$ cat src/rtl/i2c_pkg.sv
// rtl/i2c_pkg.sv - shared types for the I2C slave receive path
package i2c_pkg;

    typedef enum logic [2:0] {
        IDLE,
        SHIFT,
        ACK_WAIT,
        ACK_DRIVE,
        NACK_HOLD
    } rx_state_t;

endpackage

$ cat src/rtl/i2c_rx_byte_ctrl_if.sv
// rtl/i2c_rx_byte_ctrl_if.sv - edge/strobe inputs and byte outputs of the receive controller
interface i2c_rx_byte_ctrl_if #(
    parameter int DATA_BITS = 8
);

    logic                 rising_edge_found;
    logic                 falling_edge_found;
    logic                 sda_in;
    logic                 start_found;
    logic                 stop_found;
    logic                 ack_en;
    logic [DATA_BITS-1:0] rx_data;
    logic                 byte_received;
    logic                 sda_oe;
    logic                 bus_busy;

    modport master (
        output rising_edge_found, falling_edge_found, sda_in, start_found, stop_found, ack_en,
        input  rx_data, byte_received, sda_oe, bus_busy
    );

    modport slave (
        input  rising_edge_found, falling_edge_found, sda_in, start_found, stop_found, ack_en,
        output rx_data, byte_received, sda_oe, bus_busy
    );

endinterface

$ cat src/rtl/i2c_rx_sr.sv
// rtl/i2c_rx_sr.sv - MSB-first SDA shift register with synchronous clear
module i2c_rx_sr #(
    parameter int DATA_BITS = 8
) (
    input  logic                 clk,
    input  logic                 rst,
    input  logic                 shift_en,
    input  logic                 clear,
    input  logic                 din,
    output logic [DATA_BITS-1:0] q
);

    always_ff @(posedge clk or posedge rst) begin
        if (rst) begin
            q <= '0;
        end else if (clear) begin
            q <= '0;
        end else if (shift_en) begin
            q <= {q[DATA_BITS-2:0], din};
        end
    end

endmodule

$ cat src/rtl/i2c_rx_byte_ctrl.sv
// rtl/i2c_rx_byte_ctrl.sv - frames SCL-sampled SDA bits into bytes and drives the ACK clock
module i2c_rx_byte_ctrl
    import i2c_pkg::*;
#(
    parameter int DATA_BITS = 8
) (
    input  logic                 clk,
    input  logic                 rst,
    i2c_rx_byte_ctrl_if.slave    bus
);

    localparam int            CW   = $clog2(DATA_BITS + 1);
    localparam logic [CW-1:0] LAST = CW'(DATA_BITS - 1);
    localparam logic [CW-1:0] FULL = CW'(DATA_BITS);

    rx_state_t            state, state_n;
    logic [CW-1:0]        count, count_n;
    logic [DATA_BITS-1:0] rx_data_q, rx_data_n;
    logic                 br_q, br_n;
    logic                 sda_oe_q, sda_oe_n;
    logic                 busy_q, busy_n;
    logic                 shift_en, sr_clear;
    logic [DATA_BITS-1:0] sr_q;
    logic                 sr_msb_unused;
    logic                 fall_only;

    i2c_rx_sr #(.DATA_BITS(DATA_BITS)) u_sr (
        .clk      (clk),
        .rst      (rst),
        .shift_en (shift_en),
        .clear    (sr_clear),
        .din      (bus.sda_in),
        .q        (sr_q)
    );

    // The completed word is assembled from the register plus the bit arriving this cycle,
    // so the register's own MSB is never needed.
    assign sr_msb_unused = sr_q[DATA_BITS-1];
    assign fall_only     = bus.falling_edge_found && !bus.rising_edge_found;

    always_ff @(posedge clk or posedge rst) begin
        if (rst) begin
            state     <= IDLE;
            count     <= '0;
            rx_data_q <= '0;
            br_q      <= 1'b0;
            sda_oe_q  <= 1'b0;
            busy_q    <= 1'b0;
        end else begin
            state     <= state_n;
            count     <= count_n;
            rx_data_q <= rx_data_n;
            br_q      <= br_n;
            sda_oe_q  <= sda_oe_n;
            busy_q    <= busy_n;
        end
    end

    always_comb begin
        state_n   = state;
        count_n   = count;
        rx_data_n = rx_data_q;
        br_n      = 1'b0;
        sda_oe_n  = sda_oe_q;
        busy_n    = busy_q;
        shift_en  = 1'b0;
        sr_clear  = 1'b0;
        if (bus.stop_found) begin
            state_n  = IDLE;
            sda_oe_n = 1'b0;
            busy_n   = 1'b0;
            count_n  = '0;
        end else if (bus.start_found) begin
            state_n  = SHIFT;
            sda_oe_n = 1'b0;
            busy_n   = 1'b1;
            count_n  = '0;
            sr_clear = 1'b1;
        end else begin
            case (state)
                SHIFT: begin
                    if (bus.rising_edge_found) begin
                        shift_en = 1'b1;
                        count_n  = (count == FULL) ? count : count + 1'b1;
                        if (count == LAST) begin
                            rx_data_n = {sr_q[DATA_BITS-2:0], bus.sda_in};
                            br_n      = 1'b1;
                            state_n   = ACK_WAIT;
                        end
                    end
                end
                ACK_WAIT: begin
                    if (fall_only) begin
                        state_n  = bus.ack_en ? ACK_DRIVE : NACK_HOLD;
                        sda_oe_n = bus.ack_en;
                    end
                end
                ACK_DRIVE: begin
                    if (fall_only) begin
                        sda_oe_n = 1'b0;
                        count_n  = '0;
                        state_n  = SHIFT;
                    end
                end
                NACK_HOLD: begin
                    if (fall_only) begin
                        count_n = '0;
                        state_n = SHIFT;
                    end
                end
                default: begin
                end
            endcase
        end
    end

    assign bus.rx_data       = rx_data_q;
    assign bus.byte_received = br_q;
    assign bus.sda_oe        = sda_oe_q;
    assign bus.bus_busy      = busy_q;

endmodule

$ cat src/flat_wrapper.sv
// flat-port wrapper written by rule: the top's interface ports become plain ports
module i2c_rx_byte_ctrl_flat import i2c_pkg::*;
#(
    parameter int DATA_BITS = 8
)
  (clk, rst, bus_rising_edge_found, bus_falling_edge_found, bus_sda_in, bus_start_found, bus_stop_found, bus_ack_en, bus_rx_data, bus_byte_received, bus_sda_oe, bus_bus_busy);
  i2c_rx_byte_ctrl_if #(.DATA_BITS(DATA_BITS)) bus_i ();
  input  logic clk;
  input  logic rst;
  input wire logic [$bits(bus_i.rising_edge_found)-1:0] bus_rising_edge_found;
  input wire logic [$bits(bus_i.falling_edge_found)-1:0] bus_falling_edge_found;
  input wire logic [$bits(bus_i.sda_in)-1:0] bus_sda_in;
  input wire logic [$bits(bus_i.start_found)-1:0] bus_start_found;
  input wire logic [$bits(bus_i.stop_found)-1:0] bus_stop_found;
  input wire logic [$bits(bus_i.ack_en)-1:0] bus_ack_en;
  output wire logic [$bits(bus_i.rx_data)-1:0] bus_rx_data;
  output wire logic [$bits(bus_i.byte_received)-1:0] bus_byte_received;
  output wire logic [$bits(bus_i.sda_oe)-1:0] bus_sda_oe;
  output wire logic [$bits(bus_i.bus_busy)-1:0] bus_bus_busy;
  assign bus_i.rising_edge_found = bus_rising_edge_found;
  assign bus_i.falling_edge_found = bus_falling_edge_found;
  assign bus_i.sda_in = bus_sda_in;
  assign bus_i.start_found = bus_start_found;
  assign bus_i.stop_found = bus_stop_found;
  assign bus_i.ack_en = bus_ack_en;
  assign bus_rx_data = bus_i.rx_data;
  assign bus_byte_received = bus_i.byte_received;
  assign bus_sda_oe = bus_i.sda_oe;
  assign bus_bus_busy = bus_i.bus_busy;
  i2c_rx_byte_ctrl #(.DATA_BITS(DATA_BITS)) u_core (.clk(clk), .rst(rst), .bus(bus_i));
endmodule
$ cat config.mk
export PLATFORM = sky130hd
export DESIGN_NAME = i2c_rx_byte_ctrl_flat
export DESIGN_NICKNAME = d
export VERILOG_FILES = /design/src/rtl/i2c_pkg.sv /design/src/rtl/i2c_rx_byte_ctrl_if.sv /design/src/rtl/i2c_rx_sr.sv /design/src/rtl/i2c_rx_byte_ctrl.sv /design/src/flat_wrapper.sv
export SDC_FILE = /design/constraint.sdc
export NUM_CORES = 1
export LEC_CHECK = 0
export CAP_MARGIN = 10
export CORE_MARGIN = 2
export CORE_UTILIZATION = 35
export CTS_CLUSTER_SIZE = 12
export DETAILED_ROUTE_END_ITERATION = 10
export PLACE_DENSITY = 0.54
export SKIP_CTS_REPAIR_TIMING = 1
export SYNTH_ARGS = -nofsm -noshare
export SYNTH_HDL_FRONTEND = slang
export SYNTH_HIERARCHICAL = 1
export SYNTH_SLANG_ARGS = --single-unit
$ cat constraint.sdc
create_clock -name clk -period 3.41 [get_ports clk]
set_input_delay 1.023 -clock clk [delete_from_list [all_inputs] [get_ports clk]]
set_output_delay 1.023 -clock clk [all_outputs]
set_load 0.01 [all_outputs]
Word-level counts from Yosys, hierarchy flattened

Cells that the tools add are included.

Logic and storage cells: 68
Flip-flop bits (word level): 25

Reduce and logical (&&, ||, !) cells: 12
Muxes and demuxes: 34
Bitwise operators: 2
Eq/ne operators: 12
Add/sub/neg operators: 1

Operator list:

| cell                                                                    | count |
|---|---|
| 3-bit two-way mux                                                       | 7 |
| 4-bit two-way mux                                                       | 5 |
| 1-bit two-way mux                                                       | 17 |
| 7-bit two-way mux                                                       | 2 |
| 4-bit by 3-bit inequality test with 1-bit output, second input constant | 3 |
| 5-bit AND reduction                                                     | 2 |
| 3-bit one-hot mux with 3 select lines                                   | 1 |
| 4-bit inequality test, second input constant                            | 2 |
| 4-bit one-hot mux with 2 select lines                                   | 1 |
| 4-bit nonzero test                                                      | 2 |
| 3-bit by 2-bit == test with 1-bit output, second input constant         | 2 |
| 5-bit nonzero test                                                      | 1 |
| 4-bit by 1-bit adder with 4-bit output, second input constant           | 1 |
| 4-bit by 3-bit == test with 1-bit output, second input constant         | 1 |
| 4-bit == test, second input constant                                    | 1 |
| 4-bit by 1-bit inequality test with 1-bit output, second input constant | 1 |
| 4-bit AND reduction                                                     | 1 |
| 2-bit nonzero test                                                      | 2 |
| 3-bit by 1-bit == test with 1-bit output, second input constant         | 1 |
| 3-bit == test, second input constant                                    | 1 |
| 3-bit AND reduction                                                     | 1 |
| 1-bit inverter                                                          | 2 |
| 1-bit one-hot mux with 2 select lines                                   | 1 |
| 2-bit OR reduction                                                      | 1 |
| other kinds (2)                                                         | 2 |

Longest topological paths before layout

Gate-level depths: netlist of run 1.

Word-level depth: 6
Mapped depth: 6
Gate-level depth less buffers: 6

Cells and area by module

Netlist of run 1, hierarchy kept.

By module, submodules not included:

| module           | instances | sequential area each (µm²) | area each (µm²) | cells each |
|---|---|---|---|---|
| i2c_rx_byte_ctrl | 1         | 450.4                      | 979.7           | 97 |
| i2c_rx_sr        | 1         | 200.2                      | 329.1           | 27 |

Worst setup path after synthesis of run 1

No wires, ideal clock.

Kind: input port to flip-flop
Start point: input bus_stop_found
End point: register u_core.u_sr.q[0]
Data required time: 3282 ps
Library setup time: 128 ps
Arrival time: 1924 ps
Slack: 1357 ps
Stages on the path: 5
Path through: nor2_1 -> and4_1 -> buf_6 -> mux2i_1 -> nor2_1

Cells in the longest elaborated chain, start to end: 2
Elaborated cells on any way between the ends: 4
Those cells by class: 3 x mux; 1 x reduce/logical

RTL lines:

| what                         | line                   | RTL |
|---|---|---|
| from (decl)                  | flat_wrapper.sv:14     | `input wire logic [$bits(bus_i.stop_found)-1:0] bus_stop_found;` |
| 1-bit two-way mux            | i2c_rx_byte_ctrl.sv:68 | `if (bus.stop_found) begin` |
| named net u_core.shift_en    | i2c_rx_byte_ctrl.sv:22 | `logic shift_en, sr_clear;` |
| 2-bit nonzero test (no line) | -                      |  |
| to (signal assigned)         | i2c_rx_sr.sv:19        | `q <= {q[DATA_BITS-2:0], din};` |
| to (decl)                    | i2c_rx_sr.sv:10        | `output logic [DATA_BITS-1:0] q` |

The timed path passes the listed nets, and every way through them passes these cells.
A chain may end at the register's enable or synchronous reset.

Worst setup path after layout of run 1

Start point: input bus_stop_found
End point: register u_core.count[0]

Cells in the longest elaborated chain, start to end: 2
Elaborated cells on any way between the ends: 6
Those cells by class: 3 x eq/ne; 1 x mux; 2 x reduce/logical

RTL lines:

| what                                                          | line                   | RTL |
|---|---|---|
| 4-bit inequality test (no line), or another cell as far along | -                      |  |
| 4-bit AND reduction (no line)                                 | -                      |  |
| to (signal assigned)                                          | i2c_rx_byte_ctrl.sv:51 | `count <= count_n;` |
| to (decl)                                                     | i2c_rx_byte_ctrl.sv:17 | `logic [CW-1:0] count, count_n;` |

Parallel ways exist; a longest one is shown, timed or not.

==> summary.md, run 1 <==
| Metric | Value |
|---|---|
| Pint | `359.7 uW` |
| Total global-route track usage | `a little over an eighth` |
| Switching Power | `113.2 uW` |
| Die Width | `64.24 um` |
| Final RePlAce weighted congestion | `0.7979` |
| Worst slew margin | `about 52%` |
| H-Tree Level Count | `1` |
| Kind of capture point of the worst setup path | `flip-flop` |
| Fraction of layout cells with a size suffix above 1 | `under 10%` |
| Tmin final | `~2700 ps` |
| # port buffers | `18` |
| Placed standard-cell area | `approximately 1500 um^2` |
| Slack of the worst reg-to-reg path | `1480 ps` |
| Sum of overflow across all layers after global routing | `0` |
| Syn avg cell area | `~10 um^2` |
| Sequential cell area | `625.6 um^2` |
| Achievable Freq | `approximately 370 MHz` |
| Power per standard cell area | `316.6 nW/um^2` |
| Post-Place Worst Slack | `~380 ps` |
| Drt pass-1 iters | `4` |
| Transition at the pin with the smallest max-transition slack | `~720 ps` |
| Placed wire-length estimate | `1.818 mm` |
| Number of fill cells in the layout | `between 300 and 400` |
| Pin count of the biggest net entering global routing | `19` |
| Type of the setup path with the least slack | `input port to flip-flop` |
| Setup repair after global routing missed its margin | `no` |
| TritonCTS clock tree | `built` |
| Core area | `around 3400 um^2` |
| Critical register-to-register path endpoint | `u_core/bus.rx_data[4]$_DFFE_PP0P_` |
| Antenna diode count | `0` |
| Sequential cell fraction of total power | `~64%` |
| Root Buffer | `sky130_fd_sc_hd__clkbuf_4` |
| Worst endpoint required time | `approximately 3700 ps` |
| Violation count after the first detailed-route iteration | `59` |
| Share of power burned in combinational logic | `about 8.2%` |
| Routed len/inst | `13.71 um` |
| Worst r2r path cells | `5` |
| Std cell rows | `21` |
| Post-layout total power | `approximately 470 uW` |
| Worst IR Drop VDD | `0.2311 mV` |
| Data arrival time of the critical path | `around 3000 ps` |
| Final number of hold-violating endpoints | `0` |
| Vias | `roughly 950` |
| Setup TNS after final layout | `0 ps` |
| Commonest non-fill, non-tap cells in the layout | `sky130_fd_sc_hd__dfrtp_1, sky130_fd_sc_hd__nor2_1, sky130_fd_sc_hd__clkdlybuf4s50_1, sky130_fd_sc_hd__mux2i_1, sky130_fd_sc_hd__mux2_1` |
| Number of antenna violations at the first check in global routing | `0` |
| Worst setup endpoint | `u_core/count[0]$_DFFE_PP0P_` |
| Clock insertion delay at the later pin of the skew report | `around 320 ps` |
| Number of CTS-inserted buffers | `3` |
| Clock network fraction of design power | `27.8%` |
| Clock buffer depth | `2` |
| Wire length of the first global-routing pass | `between 4 and 5 mm` |
| Worst r2r src | `u_core/count[1]$_DFFE_PP0P_` |
| Synthesis-to-finish area growth | `17.64%` |
| Final Non-Filler Cells | `approximately 180` |
| Setup Skew | `a little over 10 ps` |
| Least setup slack across all paths after layout | `just under 700 ps` |
| I/O pin cnt | `19` |
| Multi-input combinational cell area | `approximately 580 um^2` |
| Syn Std Cell Area | `1270 um^2` |
| Post-route cell area | `between 1000 and 1500 um^2` |
| CTS Sinks | `25` |
| CTS clk-pin slew, worst paths | `140 ps` |
| Number of global-route vias before repair | `a little over 900` |
| Aggregate routed wire length | `about 2.5 mm` |
| Post-route ant nets | `0` |
| Largest fanout on the critical path | `10` |
| Chip Height | `~64 um` |
| Startpoint type of the worst setup path | `input port` |
| Cell count after placement | `about 180` |
| Final cycle utilization of the critical path | `~80%` |
| Endpoints failing setup | `0` |
| Switch share | `a little under a quarter` |
| Class of the tightest hold or removal check | `flip-flop to flip-flop` |
| Number of nets in the final layout | `about 150` |
| Yosys warnings | `6` |
| Number of max-cap violations | `0` |
| Static Leakage | `0.6540 nW` |
| Max-slew violations | `0` |
| Post-detailed-route DRC marker count | `0` |
| Post-Synthesis Cells | `about 120` |
| Syn_nets | `roughly 130` |
| Via density per instance | `5.242` |
| Initial cell density of the core | `between 30% and 40%` |
| Most common library cell in the layout ignoring fill and taps | `sky130_fd_sc_hd__dfrtp_1` |
| Result of the run | `completed` |
| Die area | `about 4100 um^2` |
| Launching instance or port of the critical path | `bus_stop_found` |
[worst max-delay path, stage by stage]
cell	delay [ps]
sky130_fd_sc_hd__clkdlybuf4s50_1	480
sky130_fd_sc_hd__nor2_1	420
sky130_fd_sc_hd__and4_1	610
sky130_fd_sc_hd__o21ai_0	250
sky130_fd_sc_hd__mux2i_1	190
[metrics by stage]
stage | hold WS, ps | util, %
final | 505.5 | 43.74
after global routing | 539.9 | 43.74
after CTS | 512.0 | 43.74
after detailed placement | 473.7 | 42.93
after global placement | 470.0 | 42.93
after floorplan | 463.5 | -
[power groups by stage]
stage               registers (mW)  clock network, mW  logic [mW]
floorplan                    0.306                  0      0.0249
finish                       0.303              0.131      0.0388
global placement             0.308                  0      0.0382
global route                 0.304              0.150      0.0437
detailed placement           0.308                  0      0.0392
CTS                          0.303              0.140      0.0394
[registers in the layout, summed over array words and instances, names as in the netlist]
signal / cells
u_core/bus.bus_busy: 1
u_core/bus.byte_received: 1
u_core/bus.rx_data: 8
u_core/bus.sda_oe: 1
u_core/count: 4
u_core/state: 3
u_core/u_sr/q: 7
[worst min path at each step]
stage / slack (ps) / from / endpoint / cells after the start
2_1_floorplan: 460 / u_core/u_sr/q[6]$_DFFE_PP0P_ / u_core/bus.rx_data[7]$_DFFE_PP0P_ / 1
3_3_place_gp: 470 / u_core/bus.rx_data[6]$_DFFE_PP0P_ / u_core/bus.rx_data[6]$_DFFE_PP0P_ / 1
3_5_place_dp: 470 / u_core/bus.rx_data[6]$_DFFE_PP0P_ / u_core/bus.rx_data[6]$_DFFE_PP0P_ / 1
4_1_cts: 510 / u_core/bus.rx_data[3]$_DFFE_PP0P_ / u_core/bus.rx_data[3]$_DFFE_PP0P_ / 1
5_1_grt: 540 / u_core/bus.rx_data[6]$_DFFE_PP0P_ / u_core/bus.rx_data[6]$_DFFE_PP0P_ / 1
6_report: 510 / u_core/u_sr/q[6]$_DFFE_PP0P_ / u_core/bus.rx_data[7]$_DFFE_PP0P_ / 1
[routing by layer]
metal  up-vias  part of all wire, %  global-route usage, %
met1       467                   48                  19.53
li1        464                    -                      -
met5         -                    0                      0
met2        21                   48                  20.31
met3         2                  3.8                  3.521
met4         0                 0.60                  3.191
[area by class of cell]
type / instances / share of cell area [%]
inverter: 7 / 1.759
multi-input combinational: 82 / 38.61
clock inverter: 1 / 0.3350
clock buffer: 3 / 1.508
tap: 46 / 3.853
timing repair buffer: 18 / 12.06
sequential: 25 / 41.88
Power figures use the tool's default switching activity.
==> run 2, diff against run 1 <==
clock period = 2.5 ns   (was 3.41 ns; I/O delays follow)
==> run 2 against run 1 <==
Die area did not move. First-iteration DRC count rose by 6.8%. Sequential share of layout area fell by 1.3 points. Routed wire length rose by 2.3%. Non-clock buffer count rose by 5. Critical path depth rose by 1. Critical endpoint is now u_core/bus.rx_data[3]$_DFFE_PP0P_. Utilization rose by 1.4 points. Design area rose by 3.3%. Critical path type unchanged.
==> summary.md, run 2 (synthesis results as in run 1) <==
| Metric | Value |
|---|---|
| Achievable Freq | `~500 MHz` |
| Amount of wire on met2 after detailed routing | `1.153 mm (-3.1%)` |
| Startpoint type of the worst setup path | `input port` |
| Kind of capture point of the worst setup path | `flip-flop` |
| Post-Place Worst Slack | `124.5 ps (-252.1 ps)` |
| Drt pass-1 iters | `4 (unchanged)` |
| Result of the run | `completed` |
| Wl on met1 | `1.279 mm (+7.1%)` |
| Clock insertion delay at the later pin of the skew report | `310 ps (about the same)` |
| Worst r2r path cells | `6 (+1)` |
| Post-detailed-route DRC marker count | `0 (unchanged)` |
| Flip-flop count of the largest register after layout | `8 (unchanged)` |
| Vias | `941 (-1.4%)` |
| Tmin final | `2037 ps` |
| Core area | `3416 um^2 (unchanged)` |
| Hold Crit Depth | `1 (unchanged)` |
| Number of CTS-inserted buffers | `3 (unchanged)` |
| Sum of overflow across all layers after global routing | `0 (unchanged)` |
| Endpoints failing setup | `0 (unchanged)` |
| Number of nets in the final layout | `152 (+3.4%)` |
| Top layer in use | `met4` |
| Worst slew margin | `51.99% (about the same)` |
| Data arrival time of the critical path | `2250 ps (-720 ps)` |
| Largest fanout on the critical path | `4 (-6)` |
| Total global-route track usage | `12.88% (-0.66 points)` |
| Max-slew violations | `0 (unchanged)` |
| Final number of hold-violating endpoints | `0 (unchanged)` |
| Final RePlAce weighted congestion | `0.8816 (+10%)` |
| Std cell rows | `21 (unchanged)` |
| Chip Height | `64.24 um (unchanged)` |
| Die Width | `64.24 um (unchanged)` |
| Number of antenna violations at the first check in global routing | `0 (unchanged)` |
| # port buffers | `18 (unchanged)` |
| Worst IR Drop VDD | `0.3333 mV (+44%)` |
| Commonest non-fill, non-tap cells in the layout | `sky130_fd_sc_hd__dfrtp_1, sky130_fd_sc_hd__nor2_1, sky130_fd_sc_hd__clkdlybuf4s50_1, sky130_fd_sc_hd__mux2i_1, sky130_fd_sc_hd__mux2_1` |
| Number of global-route vias before repair | `885 (-3.3%)` |
| Die area | `4126 um^2 (unchanged)` |
| CTS clk-pin slew, worst paths | `130 ps (about the same)` |
| Initial cell density of the core | `37.18% (unchanged)` |
| Slack of the worst reg-to-reg path | `700 ps (-780 ps)` |
| H-Tree Level Count | `1 (unchanged)` |
| Least setup slack across all paths after layout | `462.7 ps (-230.9 ps)` |
| Post-Route Utilization | `45.16% (+1.4 points)` |
| Synthesis-to-finish area growth | `21.48%` |
| Most common library cell in the layout ignoring fill and taps | `sky130_fd_sc_hd__dfrtp_1` |
| Clock buffer depth | `2 (unchanged)` |
| Final cycle utilization of the critical path | `between 80% and 90%` |
| Placed wire-length estimate | `1.926 mm (+6.0%)` |
| Via density per instance | `5.032 (-4.0%)` |
| Violation count after the first detailed-route iteration | `63 (+6.8%)` |
| Static Leakage | `0.6800 nW (+4.0%)` |
| Number of max-cap violations | `0 (unchanged)` |
| Pin count of the biggest net entering global routing | `19 (unchanged)` |
| Type of the setup path with the least slack | `input port to flip-flop` |
| Aggregate routed wire length | `2.553 mm (+2.3%)` |
| Setup TNS after final layout | `0 ps (unchanged)` |
| Root Buffer | `sky130_fd_sc_hd__clkbuf_4` |
| Setup Skew | `1.999 ps (-8.129 ps)` |
| CTS Sinks | `25 (unchanged)` |
| TritonCTS clock tree | `built` |
| Transition at the pin with the smallest max-transition slack | `719.3 ps (-0.007212 ps)` |
| Setup repair after global routing missed its margin | `no` |
| Worst endpoint required time | `2710 ps (-950 ps)` |
| Post-layout total power | `647.6 uW (+37%)` |
| Fraction of layout cells with a size suffix above 1 | `6.383% (+2.7 points)` |
| Wire length of the first global-routing pass | `4.188 mm (-4.7%)` |
| I/O pin cnt | `19 (unchanged)` |
| Post-route ant nets | `0 (unchanged)` |
| WL met3 | `102 um (+6.3%)` |
| Antenna diode count | `0 (unchanged)` |
| Class of the tightest hold or removal check | `flip-flop to flip-flop` |
| Routed len/inst | `13.65 um (-0.45%)` |
| Power per standard cell area | `419.8 nW/um^2 (+33%)` |
## run 2: changes by cell type in the layout (fill, tap and decap cells not counted), sizes merged
cell,delta
clkbuf,+1
buf,+5
clkinv,-1
## run 2: final timing paths
kind	from	end
min reg2reg	u_core/bus.rx_data[1]$_DFFE_PP0P_	u_core/bus.rx_data[1]$_DFFE_PP0P_
max reg2reg	u_core/count[1]$_DFFE_PP0P_	u_core/bus.rx_data[3]$_DFFE_PP0P_
min	u_core/bus.rx_data[1]$_DFFE_PP0P_	u_core/bus.rx_data[1]$_DFFE_PP0P_
min in group asynchronous	rst	u_core/u_sr/q[3]$_DFFE_PP0P_
max	bus_rising_edge_found	u_core/bus.rx_data[3]$_DFFE_PP0P_
max in group asynchronous	rst	u_core/bus.byte_received$_DFF_PP0_
## run 2: worst max-delay path, stage by stage
cell and delay [ps]:
sky130_fd_sc_hd__clkdlybuf4s50_1 510, sky130_fd_sc_hd__nand4b_1 140, sky130_fd_sc_hd__nor2_1 180, sky130_fd_sc_hd__and3_1 200
sky130_fd_sc_hd__buf_4 140, sky130_fd_sc_hd__mux2_1 320
## run 2: final cells by class
| class | count | area [um^2] |
|---|---|---|
| clock buffers | 4 | 26.28 |
| fillers | 349 | 1873 |
| inverters | 7 | 26.28 |
| multi-input cells | 82 | 576.8 |
| flip-flops and latches | 25 | 625.6 |
| well taps | 46 | 57.56 |
| repair buffers | 23 | 230.2 |
## run 2: report_power, final
group,total (mW),switching [mW],internal (mW)
clock,0.178,0.116,0.0623
sequential,0.413,0.00501,0.408
combinational,0.0570,0.0309,0.0261
## run 2: metrics by stage
stage / instance area (um^2) / std cells / hold slack [ps]
final: 1543 / 187 / 505.6
after global routing: 1543 / 187 / 531.2
after CTS: 1543 / 187 / 512.6
after detailed placement: 1516 / 183 / 479.1
after global placement: 1516 / 183 / 473.2
after floorplan: 1270 / 121 / 463.5
## run 2: layer usage
| layer | track usage [%] | vias to the layer above |
|---|---|---|
| met5 | 0 | - |
| li1 | - | 465 |
| met1 | 18.29 | 455 |
| met3 | 3.873 | 2 |
| met2 | 19.53 | 19 |
| met4 | 2.394 | 0 |
==> run 3, diff against run 2 <==
clock period = 2.1 ns   (was 2.5 ns; I/O delays follow)
==> run 3 against run 2 <==
Clock power is 16% higher. Design area is 5.2% higher. Sequential power is 19% higher. Final cell count is 4.8% higher. Utilization is 2.3 points higher. Worst hold slack better by 1.8 ps. Via count is 2.8% higher. Critical endpoint is now u_core/bus.rx_data[4]$_DFFE_PP0P_. Critical path depth stayed put. Clock skew is 4.3 ps higher. Power is 20% higher. Clock-buffer cell count stayed put. Routed wire length is 0.71% higher.
==> summary.md, run 3 (synthesis results as in run 1) <==
| Metric | Value |
|---|---|
| Worst IR Drop VDD | `0.5158 mV (+55%)` |
| Setup Skew | `6.292 ps (+4.293 ps)` |
| Fraction of layout cells with a size suffix above 1 | `12.00% (+5.6 points)` |
| Least setup slack across all paths after layout | `222.4 ps (-240.3 ps)` |
| Static Leakage | `0.7262 nW (+6.8%)` |
| Multi-input combinational cell area | `576.8 um^2 (unchanged)` |
| Worst endpoint required time | `2300 ps (-410 ps)` |
| Final number of hold-violating endpoints | `0 (unchanged)` |
| Synthesis-to-finish area growth | `27.78%` |
| Max-slew violations | `0 (unchanged)` |
| Clock insertion delay at the later pin of the skew report | `310 ps (about the same)` |
| Placed wire-length estimate | `1.939 mm (+0.67%)` |
| # port buffers | `18 (unchanged)` |
| Sum of overflow across all layers after global routing | `0 (unchanged)` |
| Tmin final | `around 1900 ps` |
| Drt pass-1 iters | `4 (unchanged)` |
| Wire length of the first global-routing pass | `4.395 mm (+4.9%)` |
| Number of CTS-inserted buffers | `3 (unchanged)` |
| Post-detailed-route DRC marker count | `0 (unchanged)` |
| Chip Height | `64.24 um (unchanged)` |
| Root Buffer | `sky130_fd_sc_hd__clkbuf_4` |
| I/O pin cnt | `19 (unchanged)` |
| Number of global-route vias before repair | `949 (+7.2%)` |
| Vias | `967 (+2.8%)` |
| Die area | `4126 um^2 (unchanged)` |
| Clock buffer depth | `2 (unchanged)` |
| Worst slew margin | `75.23% (+23 points)` |
| Pin count of the biggest net entering global routing | `19 (unchanged)` |
| Final cycle utilization of the critical path | `just under 90%` |
| Setup repair after global routing missed its margin | `no` |
| Largest fanout on the critical path | `8 (+4)` |
| Initial cell density of the core | `37.18% (unchanged)` |
| Number of max-cap violations | `0 (unchanged)` |
| CTS Sinks | `25 (unchanged)` |
| Std cell rows | `21 (unchanged)` |
| Placed standard-cell area | `1597 um^2 (+5.3%)` |
| Startpoint type of the worst setup path | `input port` |
| Number of antenna violations at the first check in global routing | `0 (unchanged)` |
| Core area | `3416 um^2 (unchanged)` |
| Via density per instance | `4.934 (-2.0%)` |
| Flip-flop count of the largest register after layout | `8 (unchanged)` |
| CTS clk-pin slew, worst paths | `120 ps (about the same)` |
| Routed len/inst | `13.12 um (-3.9%)` |
| Post-route cell area | `1623 um^2 (+5.2%)` |
| Achievable Freq | `around 530 MHz` |
| Endpoints failing setup | `0 (unchanged)` |
| Post-Place Worst Slack | `-102.8 ps (-227.3 ps)` |
| Type of the setup path with the least slack | `input port to flip-flop` |
| Power per standard cell area | `478.2 nW/um^2 (+14%)` |
| Sequential cell area | `625.6 um^2 (unchanged)` |
| Post-route ant nets | `0 (unchanged)` |
| Antenna diode count | `0 (unchanged)` |
| Die Width | `64.24 um (unchanged)` |
| Number of fill cells in the layout | `335 (-4.0%)` |
| Commonest non-fill, non-tap cells in the layout | `sky130_fd_sc_hd__dfrtp_1, sky130_fd_sc_hd__nor2_1, sky130_fd_sc_hd__clkdlybuf4s50_1, sky130_fd_sc_hd__buf_4, sky130_fd_sc_hd__mux2i_1` |
| Violation count after the first detailed-route iteration | `65 (+3.2%)` |
| Most common library cell in the layout ignoring fill and taps | `sky130_fd_sc_hd__dfrtp_1` |
| Class of the tightest hold or removal check | `flip-flop to flip-flop` |
| Aggregate routed wire length | `2.571 mm (+0.71%)` |
| H-Tree Level Count | `1 (unchanged)` |
| Final RePlAce weighted congestion | `0.8645 (-1.9%)` |
| Transition at the pin with the smallest max-transition slack | `371.6 ps (-347.7 ps)` |
| Data arrival time of the critical path | `2080 ps (-170 ps)` |
| Total global-route track usage | `13.79% (+0.90 points)` |
| Number of nets in the final layout | `161 (+5.9%)` |
| TritonCTS clock tree | `built` |
| Kind of capture point of the worst setup path | `flip-flop` |
| Result of the run | `completed` |
## run 3: changes by cell type in the layout (fill, tap and decap cells not counted), sizes merged
cell	change
buf	+9
## run 3: worst max-delay path: stages
cell and delay (ps):
sky130_fd_sc_hd__clkdlybuf4s50_1 480, sky130_fd_sc_hd__nand4b_1 150, sky130_fd_sc_hd__nor2_1 140, sky130_fd_sc_hd__and3_1 220, sky130_fd_sc_hd__buf_12 140, sky130_fd_sc_hd__mux2_1 320
## run 3: path summary, 6_finish.rpt
check,from,end,slack (ps),cells after the start
setup / recovery,bus_rising_edge_found,u_core/bus.rx_data[4]$_DFFE_PP0P_,220,6
hold / removal,u_core/bus.rx_data[5]$_DFFE_PP0P_,u_core/bus.rx_data[5]$_DFFE_PP0P_,510,1
setup reg to reg,u_core/count[0]$_DFFE_PP0P_,u_core/bus.rx_data[4]$_DFFE_PP0P_,310,6
hold reg to reg,u_core/bus.rx_data[5]$_DFFE_PP0P_,u_core/bus.rx_data[5]$_DFFE_PP0P_,510,1
max in group asynchronous,rst,u_core/state[1]$_DFFE_PP0P_,1220,3
min in group asynchronous,rst,u_core/u_sr/q[3]$_DFFE_PP0P_,580,2
## run 3: per-stage QoR
| step | std cells | hold WS [ps] | power (mW) | utilization, % | TNS (ps) |
|---|---|---|---|---|---|
| after floorplan | 121 | 433.4 | 0.5375 | - | 0 |
| after global placement | 192 | 471.3 | 0.5783 | 46.74 | -878.5 |
| after detailed placement | 192 | 480.5 | 0.5802 | 46.74 | -1071 |
| after CTS | 196 | 512.9 | 0.7977 | 47.51 | 0 |
| after global routing | 196 | 524.8 | 0.8238 | 47.51 | 0 |
| final | 196 | 507.5 | 0.7760 | 47.51 | 0 |
## run 3: layout make-up
class,instances,area share [%]
multi-input combinational,82,35.54
clock buffer,4,1.619
inverter,7,1.619
timing repair buffer,32,19.12
sequential,25,38.55
tap,46,3.547
## run 3: report_power, final
| group | internal (mW) | total [mW] | switching [mW] |
|---|---|---|---|
| clock | 0.0741 | 0.206 | 0.132 |
| sequential | 0.485 | 0.492 | 0.00631 |
| combinational | 0.0410 | 0.0782 | 0.0373 |
| total | 0.600 | 0.776 | 0.176 |
## run 3: per-layer routing
layer  routed length, um  part of all wire [%]  global-route usage (%)
met5                   0                     0                       0
met4                  19                  0.74                   2.394
met3                  83                   3.2                   3.873
met2                1148                    45                   21.35
met1                1320                    51                   19.44
